===== src/rtl/snake_pkg.sv =====
// rtl/snake_pkg.sv - game state encoding and score/speed constants shared with the score tracker
package snake_pkg;

   typedef enum logic [1:0] {
      IDLE  = 2'd0,
      RUN   = 2'd1,
      PAUSE = 2'd2,
      OVER  = 2'd3
   } game_state_t;

   localparam int SNAKE_MAX_SCORE       = 100;
   localparam int SNAKE_BASE_PERIOD     = 16;
   localparam int SNAKE_STEP_DEC        = 2;
   localparam int SNAKE_MIN_PERIOD      = 4;
   localparam int SNAKE_SCORE_PER_LEVEL = 5;
   localparam int SNAKE_LEVEL_MAX       = 7;

endpackage


===== src/rtl/snake_move_timer.sv =====
// rtl/snake_move_timer.sv - loadable down-counter with freeze and registered terminal-count pulse
module snake_move_timer #(
   parameter int W = 4,
   parameter logic [W-1:0] INIT = '1
) (
   input  logic         clk,
   input  logic         nRst,
   input  logic         clear_i,
   input  logic         run_i,
   input  logic [W-1:0] reload_i,
   output logic         tc_o
);

   logic [W-1:0] cnt_q, cnt_d;
   logic         tc_d;

   always_comb begin
      cnt_d = cnt_q;
      tc_d  = 1'b0;
      if (clear_i) begin
         cnt_d = INIT;
      end else if (run_i) begin
         if (cnt_q == '0) begin
            cnt_d = reload_i;
            tc_d  = 1'b1;
         end else begin
            cnt_d = cnt_q - 1'b1;
         end
      end
   end

   always_ff @(posedge clk or negedge nRst) begin
      if (!nRst) begin
         cnt_q <= INIT;
         tc_o  <= 1'b0;
      end else begin
         cnt_q <= cnt_d;
         tc_o  <= tc_d;
      end
   end

endmodule


===== src/rtl/snake_game_sequencer.sv =====
// rtl/snake_game_sequencer.sv - snake game lifecycle, move pacing and collision pulses
// Optional PAUSE state is built only when SNAKE_PAUSE_EN is defined.
module snake_game_sequencer
   import snake_pkg::*;
#(
   parameter int BASE_PERIOD     = SNAKE_BASE_PERIOD,
   parameter int STEP_DEC        = SNAKE_STEP_DEC,
   parameter int MIN_PERIOD      = SNAKE_MIN_PERIOD,
   parameter int SCORE_PER_LEVEL = SNAKE_SCORE_PER_LEVEL,
   parameter int LEVEL_MAX       = SNAKE_LEVEL_MAX,
   parameter int MAX_SCORE       = SNAKE_MAX_SCORE
) (
   input  logic       clk,
   input  logic       nRst,
   input  logic       startBtn,
   input  logic       pauseBtn,
   input  logic       appleHit,
   input  logic       wallHit,
   input  logic       selfHit,
   input  logic [6:0] currScore,
   output logic       moveTick,
   output logic       goodColl,
   output logic       badColl,
   output logic [1:0] gameState,
   output logic [2:0] speedLevel,
   output logic       win
);

   localparam int         TW          = $clog2(BASE_PERIOD);
   localparam logic [6:0] MAX_SCORE_W = 7'(MAX_SCORE);

   game_state_t   state_q, state_d;
   logic [2:0]    speed_q, speed_d;
   logic          good_q, good_d, bad_q, bad_d, win_q, win_d;
   logic          check_q, start_prev_q, start_edge;
   logic          run, clear;
   logic [TW-1:0] reload;

   function automatic logic [2:0] level_of(logic [6:0] score);
      int lvl;
      lvl = int'(score) / SCORE_PER_LEVEL;
      if (lvl > LEVEL_MAX) lvl = LEVEL_MAX;
      return 3'(lvl);
   endfunction

   // Clamp before subtracting so large levels never wrap the period.
   function automatic logic [TW-1:0] reload_of(logic [2:0] lvl);
      int dec;
      dec = int'(lvl) * STEP_DEC;
      if (dec >= BASE_PERIOD - MIN_PERIOD) return TW'(MIN_PERIOD - 1);
      return TW'(BASE_PERIOD - dec - 1);
   endfunction

   assign start_edge = startBtn & ~start_prev_q;
   assign speed_d    = level_of(currScore);
   assign reload     = reload_of(speed_q);

`ifdef SNAKE_PAUSE_EN
   logic pause_prev_q, pause_edge, pend_q, pend_d;
   assign pause_edge = pauseBtn & ~pause_prev_q;

   always_ff @(posedge clk or negedge nRst) begin
      if (!nRst) begin
         pause_prev_q <= 1'b1;
         pend_q       <= 1'b0;
      end else begin
         pause_prev_q <= pauseBtn;
         pend_q       <= pend_d;
      end
   end
`else
   logic unused_pause;
   assign unused_pause = pauseBtn;
`endif

   always_comb begin
      state_d = state_q;
      win_d   = win_q;
      good_d  = 1'b0;
      bad_d   = 1'b0;
      run     = 1'b0;
      clear   = 1'b0;
`ifdef SNAKE_PAUSE_EN
      pend_d  = 1'b0;
`endif
      case (state_q)
         IDLE: begin
            clear = 1'b1;
            win_d = 1'b0;
            if (start_edge) state_d = RUN;
         end
         RUN: begin
            run = 1'b1;
            if (currScore >= MAX_SCORE_W) begin
               state_d = OVER;
               win_d   = 1'b1;
               run     = 1'b0;
            end else if (check_q) begin
               if (wallHit | selfHit) begin
                  bad_d   = 1'b1;
                  state_d = OVER;
                  win_d   = 1'b0;
                  run     = 1'b0;
               end else begin
                  good_d = appleHit;
`ifdef SNAKE_PAUSE_EN
                  if (pause_edge | pend_q) begin
                     state_d = PAUSE;
                     run     = 1'b0;
                  end
`endif
               end
            end
`ifdef SNAKE_PAUSE_EN
            // A pause arriving with a tick still owes that tick its check cycle.
            else if (pause_edge) begin
               if (moveTick) begin
                  pend_d = 1'b1;
               end else begin
                  state_d = PAUSE;
                  run     = 1'b0;
               end
            end
`endif
         end
`ifdef SNAKE_PAUSE_EN
         PAUSE: begin
            if (pause_edge) state_d = RUN;
         end
`endif
         default: begin
            clear = 1'b1;
            if (start_edge) state_d = IDLE;
         end
      endcase
   end

   always_ff @(posedge clk or negedge nRst) begin
      if (!nRst) begin
         state_q      <= IDLE;
         speed_q      <= 3'd0;
         good_q       <= 1'b0;
         bad_q        <= 1'b0;
         win_q        <= 1'b0;
         check_q      <= 1'b0;
         start_prev_q <= 1'b1;
      end else begin
         state_q      <= state_d;
         speed_q      <= speed_d;
         good_q       <= good_d;
         bad_q        <= bad_d;
         win_q        <= win_d;
         check_q      <= moveTick;
         start_prev_q <= startBtn;
      end
   end

   snake_move_timer #(
      .W    (TW),
      .INIT (TW'(BASE_PERIOD - 1))
   ) u_timer (
      .clk      (clk),
      .nRst     (nRst),
      .clear_i  (clear),
      .run_i    (run),
      .reload_i (reload),
      .tc_o     (moveTick)
   );

   assign goodColl   = good_q;
   assign badColl    = bad_q;
   assign gameState  = state_q;
   assign speedLevel = speed_q;
   assign win        = win_q;

endmodule

===== config.mk =====
export PLATFORM = sky130hd
export DESIGN_NAME = snake_game_sequencer
export DESIGN_NICKNAME = d
export VERILOG_FILES = /design/src/rtl/snake_pkg.sv /design/src/rtl/snake_move_timer.sv /design/src/rtl/snake_game_sequencer.sv
export SDC_FILE = /design/constraint.sdc
export NUM_CORES = 1
export LEC_CHECK = 0
export BUFFER_PORTS_ARGS = -buffer_cell sky130_fd_sc_hd__buf_2
export CELL_PAD_IN_SITES_DETAIL_PLACEMENT = 0
export CELL_PAD_IN_SITES_GLOBAL_PLACEMENT = 1
export CORE_AREA = 3 3 62 64
export DETAILED_ROUTE_END_ITERATION = 12
export DIE_AREA = 0 0 65 67
export PLACE_DENSITY = 0.78
export SYNTH_ARGS = -nofsm -noshare
export SYNTH_HDL_FRONTEND = slang
export SYNTH_SLANG_ARGS = --single-unit

===== constraint.sdc =====
create_clock -name clk -period 1.7 [get_ports clk]
set_input_delay 0.17 -clock clk [delete_from_list [all_inputs] [get_ports clk]]
set_output_delay 0.17 -clock clk [all_outputs]
set_load 0.05 [all_outputs]

==> load_flow_metrics.sql <==
INSERT INTO impl_metrics (metric_group, metric, value, unit) VALUES
('synth', 'post_synthesis_instance_total', '165', ''),
('pwr', 'intPower', '0.7979', 'mW'),
('die', 'core_box_area', '0.003337', 'mm2'),
('detailed_routing', 'route.antenna.remaining_nets', '0', ''),
('sta', 'worst_slack', '-787.4', 'ps'),
('cells_and_area', 'most_common_cell_after_layout_fill_and_taps_aside', 'sky130_fd_sc_hd__buf_4', ''),
('global_route', 'grt_pass1_vias', '1360', ''),
('placed_design', 'place.port_buffers', '21', ''),
('synth', 'synth-seq-cells', '15', ''),
('synth', 'number_of_distinct_library_cells_after_synthesis', '64', ''),
('synth', 'ys_dominant_reg_cell', 'sky130_fd_sc_hd__dfrtp_1', ''),
('worst_setup_path', 'worst-endpoint-arrival', '2640', 'ps'),
('sta', 'timing_worst_slew_pin_value', '403.2', 'ps'),
('die', 'die_width', '65', 'um'),
('die', 'rows', '21', ''),
('placed_design', 'dpl.hpwl', '2706', 'um'),
('worst_setup_path', 'critPathCaptureType', 'register', ''),
('global_route', 'grt_overflow', '0', ''),
('flow_run', 'max_cap_viol_count', '0', ''),
('worst_setup_path', 'crit_path_max_incr_delay', '280', 'ps'),
('clock_network', 'tritoncts', 'yes', ''),
('worst_setup_path', 'crit_path_start_kind', 'input port', ''),
('synth', 'synth.yosys.warnings', '0', ''),
('synth', 'post_synth_instance_area', '0.001359', 'mm2'),
('pwr', 'leakagePower', '0.8977', 'nW'),
('worst_setup_path', 'reg2regPathDepth', '6', ''),
('synth', 'synth.top_cell.area_share', '18.42', '%'),
('pwr', 'clock_power_share', '15.2', '%'),
('clock_network', 'clock_tree.root_cell', 'sky130_fd_sc_hd__clkbuf_4', ''),
('sta', 'timing_max_transition_violations_final', '0', ''),
('worst_setup_path', 'critPathSlowestCell', 'sky130_fd_sc_hd__mux2_4', ''),
('clock_network', 'number_of_clock_sinks', '15', ''),
('cells_and_area', 'most-common-layout-cells', '41 x sky130_fd_sc_hd__buf_4, 21 x sky130_fd_sc_hd__nand2_1, 19 x sky130_fd_sc_hd__buf_2, 15 x sky130_fd_sc_hd__nor2_1, 10 x sky130_fd_sc_hd__dfrtp_1', ''),
('sta', 'setup_tns', '-1366', 'ps'),
('synth', 'number_of_flops_mapped_to_enable_cells_by_yosys', '0', ''),
('sta', 'slew_headroom', '72.83', '%'),
('synth', 'synth_async_sr_flop_share', '100.0', '%'),
('pwr', 'power_per_cell_area', '667.3', 'mW/mm2'),
('global_route', 'grt_pass1_wl', '5782', 'um'),
('clock_network', 'worst_skew_pair.late_latency', '280', 'ps'),
('clock_network', 'cts.clk_slew.worst_paths', '90', 'ps'),
('worst_setup_path', 'critical_path_peak_fanout', '4', ''),
('min_path', 'min_path_cells', '2', ''),
('sta', 'timing.final.setup_violations', '2', ''),
('run_status', 'run_status', 'finished, violations left', ''),
('synth', 'syn_area_per_cell', '8.235', 'um2'),
('run_status', 'violations', 'negative setup slack', ''),
('die', 'ios', '23', ''),
('pwr', 'peakVddDrop', '0.1974', 'mV'),
('detailed_routing', 'first_drt_iteration_drcs', '42', ''),
('sta', 'final_period_minus_worst_setup_slack', '2487', 'ps'),
('worst_setup_path', 'critical_path_cell_sequence', 'buf_8 -> nor2_4 -> inv_2 -> ha_4 -> nand2b_4 -> o211a_4 -> a2111oi_4 -> nor3_2 -> xnor2_1 -> ha_2 -> o2111ai_2 -> nand3_2 -> mux2_4 -> a311oi_2 -> o211ai_1', ''),
('die', 'dieHeight', '67', 'um'),
('cells_and_area', 'final_net_count', '246', ''),
('die', 'total_die_area', '0.004355', 'mm2'),
('min_path', 'hp-class', 'in2reg', ''),
('worst_setup_path', 'worst-endpoint-required', '1860', 'ps'),
('pwr', 'total_switching_power', '0.5013', 'mW'),
('placed_design', 'detailed_place.area', '0.001817', 'mm2'),
('synth', 'yosys-top-cells-area', 'sky130_fd_sc_hd__dfrtp_1 18%, sky130_fd_sc_hd__dfstp_2 9.7%, sky130_fd_sc_hd__nand2_1 6.1%', ''),
('clock_network', 'cts-htree-levels', '1', ''),
('detailed_routing', 'firstDrtPassIters', '4', ''),
('die', 'effective_utilization_at_floorplan', '40.72', '%'),
('pwr', 'power.share.switching', '38.58', '%'),
('global_route', 'grt_antenna_before_repair', '0', ''),
('global_route', 'grt.total_usage', '16.58', '%'),
('sta', 'min_period_over_period', '146.3', '%'),
('cells_and_area', 'design_area', '0.001947', 'mm2'),
('sta', 'clock-skew-final', '9.095', 'ps'),
('sta', 'hold_viol', '0', ''),
('cells_and_area', 'area_growth_syn_to_layout', '43.28', '%');
==> final cells by class <==
type | instances | area, um2
fillers | 306 | 1390
multi-input cells | 132 | 970.9
repair buffers | 66 | 471.7
flip-flops and latches | 15 | 381.6
well taps | 46 | 57.56
inverters | 10 | 37.54
clock buffers | 3 | 22.52
clock inverters | 1 | 5.005
==> metal layers <==
metal | up-vias | global-route usage [%] | share of wire [%]
met5 | - | 0 | 0
met1 | 691 | 18.61 | 44
li1 | 725 | - | -
met3 | 4 | 0.5059 | 1.7
met4 | 0 | 4.749 | 0.87
met2 | 20 | 33.46 | 53
==> final timing paths <==
path                               endpoint  slack, ps        startpoint
hold reg to reg                     check_q        390      u_timer.tc_o
setup reg to reg           u_timer.cnt_q[1]        140  u_timer.cnt_q[0]
hold / removal                     goodColl         40           selfHit
max in group asynchronous      start_prev_q       1080              nRst
min in group asynchronous           check_q        320              nRst
setup / recovery              speedLevel[0]       -790      currScore[4]
==> registers in the layout (all words and copies together) (netlist names) <==
signal / cells
gameState: 2
goodColl: 1
badColl: 1
speedLevel: 3
start_prev_q: 1
u_timer.cnt_q: 4
check_q: 1
u_timer.tc_o: 1
win: 1
==> synth_stat cells (2+ instances only) <==
cell and number:
sky130_fd_sc_hd__a211oi_1 2, sky130_fd_sc_hd__a21oi_1 9, sky130_fd_sc_hd__a31oi_1 2, sky130_fd_sc_hd__buf_2 6, sky130_fd_sc_hd__dfrtp_1 10, sky130_fd_sc_hd__dfstp_2 5
sky130_fd_sc_hd__ha_1 4, sky130_fd_sc_hd__inv_1 9, sky130_fd_sc_hd__mux2i_1 2, sky130_fd_sc_hd__nand2_1 22, sky130_fd_sc_hd__nand2b_1 6, sky130_fd_sc_hd__nand3_1 2
sky130_fd_sc_hd__nor2_1 17, sky130_fd_sc_hd__nor2b_1 3, sky130_fd_sc_hd__nor3_1 2, sky130_fd_sc_hd__nor3b_1 2, sky130_fd_sc_hd__nor4b_1 2, sky130_fd_sc_hd__o2111ai_2 2
sky130_fd_sc_hd__o211ai_1 2, sky130_fd_sc_hd__o21ai_0 8, sky130_fd_sc_hd__o22a_1 2, sky130_fd_sc_hd__xnor2_1 4
==> cells by family (layout without fill, tap and decap cells) <==
logic type | after synthesis | count (layout) | synth area share [%]
compound gates | 47 | 47 | 26.43
xor+xnor | 4 | 4 | 2.578
fa+ha+maj | 5 | 5 | 4.420
buf+inv | 18 | 80 | 5.801
flops | 15 | 15 | 28.09
mux | 3 | 3 | 2.302
simple gates | 73 | 73 | 30.39
==> critical path: cells and delay by family <==
family                   cells  cell delay, ps
XOR/XNOR                     1             150
multiplexers                 1             280
AND/OR/NAND/NOR              4             480
AO/OA/AOI/OAI                5             980
adder cells (fa/ha/maj)      2             440
buffers and inverters        2             150
==> repair_timing <==
item,in CTS,in global routing
resized for setup,8,3
endpoints found under the setup margin,2,2
setup buffers,3,1
hold endpoints to repair,11,0
pin swaps,1,2
cloned,0,0
hold buffers,2,0
==> through the flow <==
step / total power [mW] / util [%] / setup slack [ps] / hold slack [ps] / instances
5_1_grt: 1.390 / 58.34 / -960.4 / 42.28 / 273
4_1_cts: 1.298 / 57.63 / -770.2 / 41.91 / 272
3_3_place_gp: 1.047 / 54.44 / -1039 / 81.93 / 263
2_1_floorplan: 0.8404 / - / -1091 / -125.6 / 165
3_5_place_dp: 1.063 / 54.44 / -1113 / 88.53 / 263
6_report: 1.299 / 58.34 / -787.4 / 44.54 / 273
==> power groups by stage <==
stage	registers (mW)	logic [mW]	clock network (mW)
5_1_grt	0.452	0.720	0.219
2_1_floorplan	0.529	0.311	0
4_1_cts	0.445	0.650	0.204
6_report	0.443	0.658	0.198
3_3_place_gp	0.447	0.600	0
3_5_place_dp	0.451	0.612	0
(Power assumes the default switching activity.)
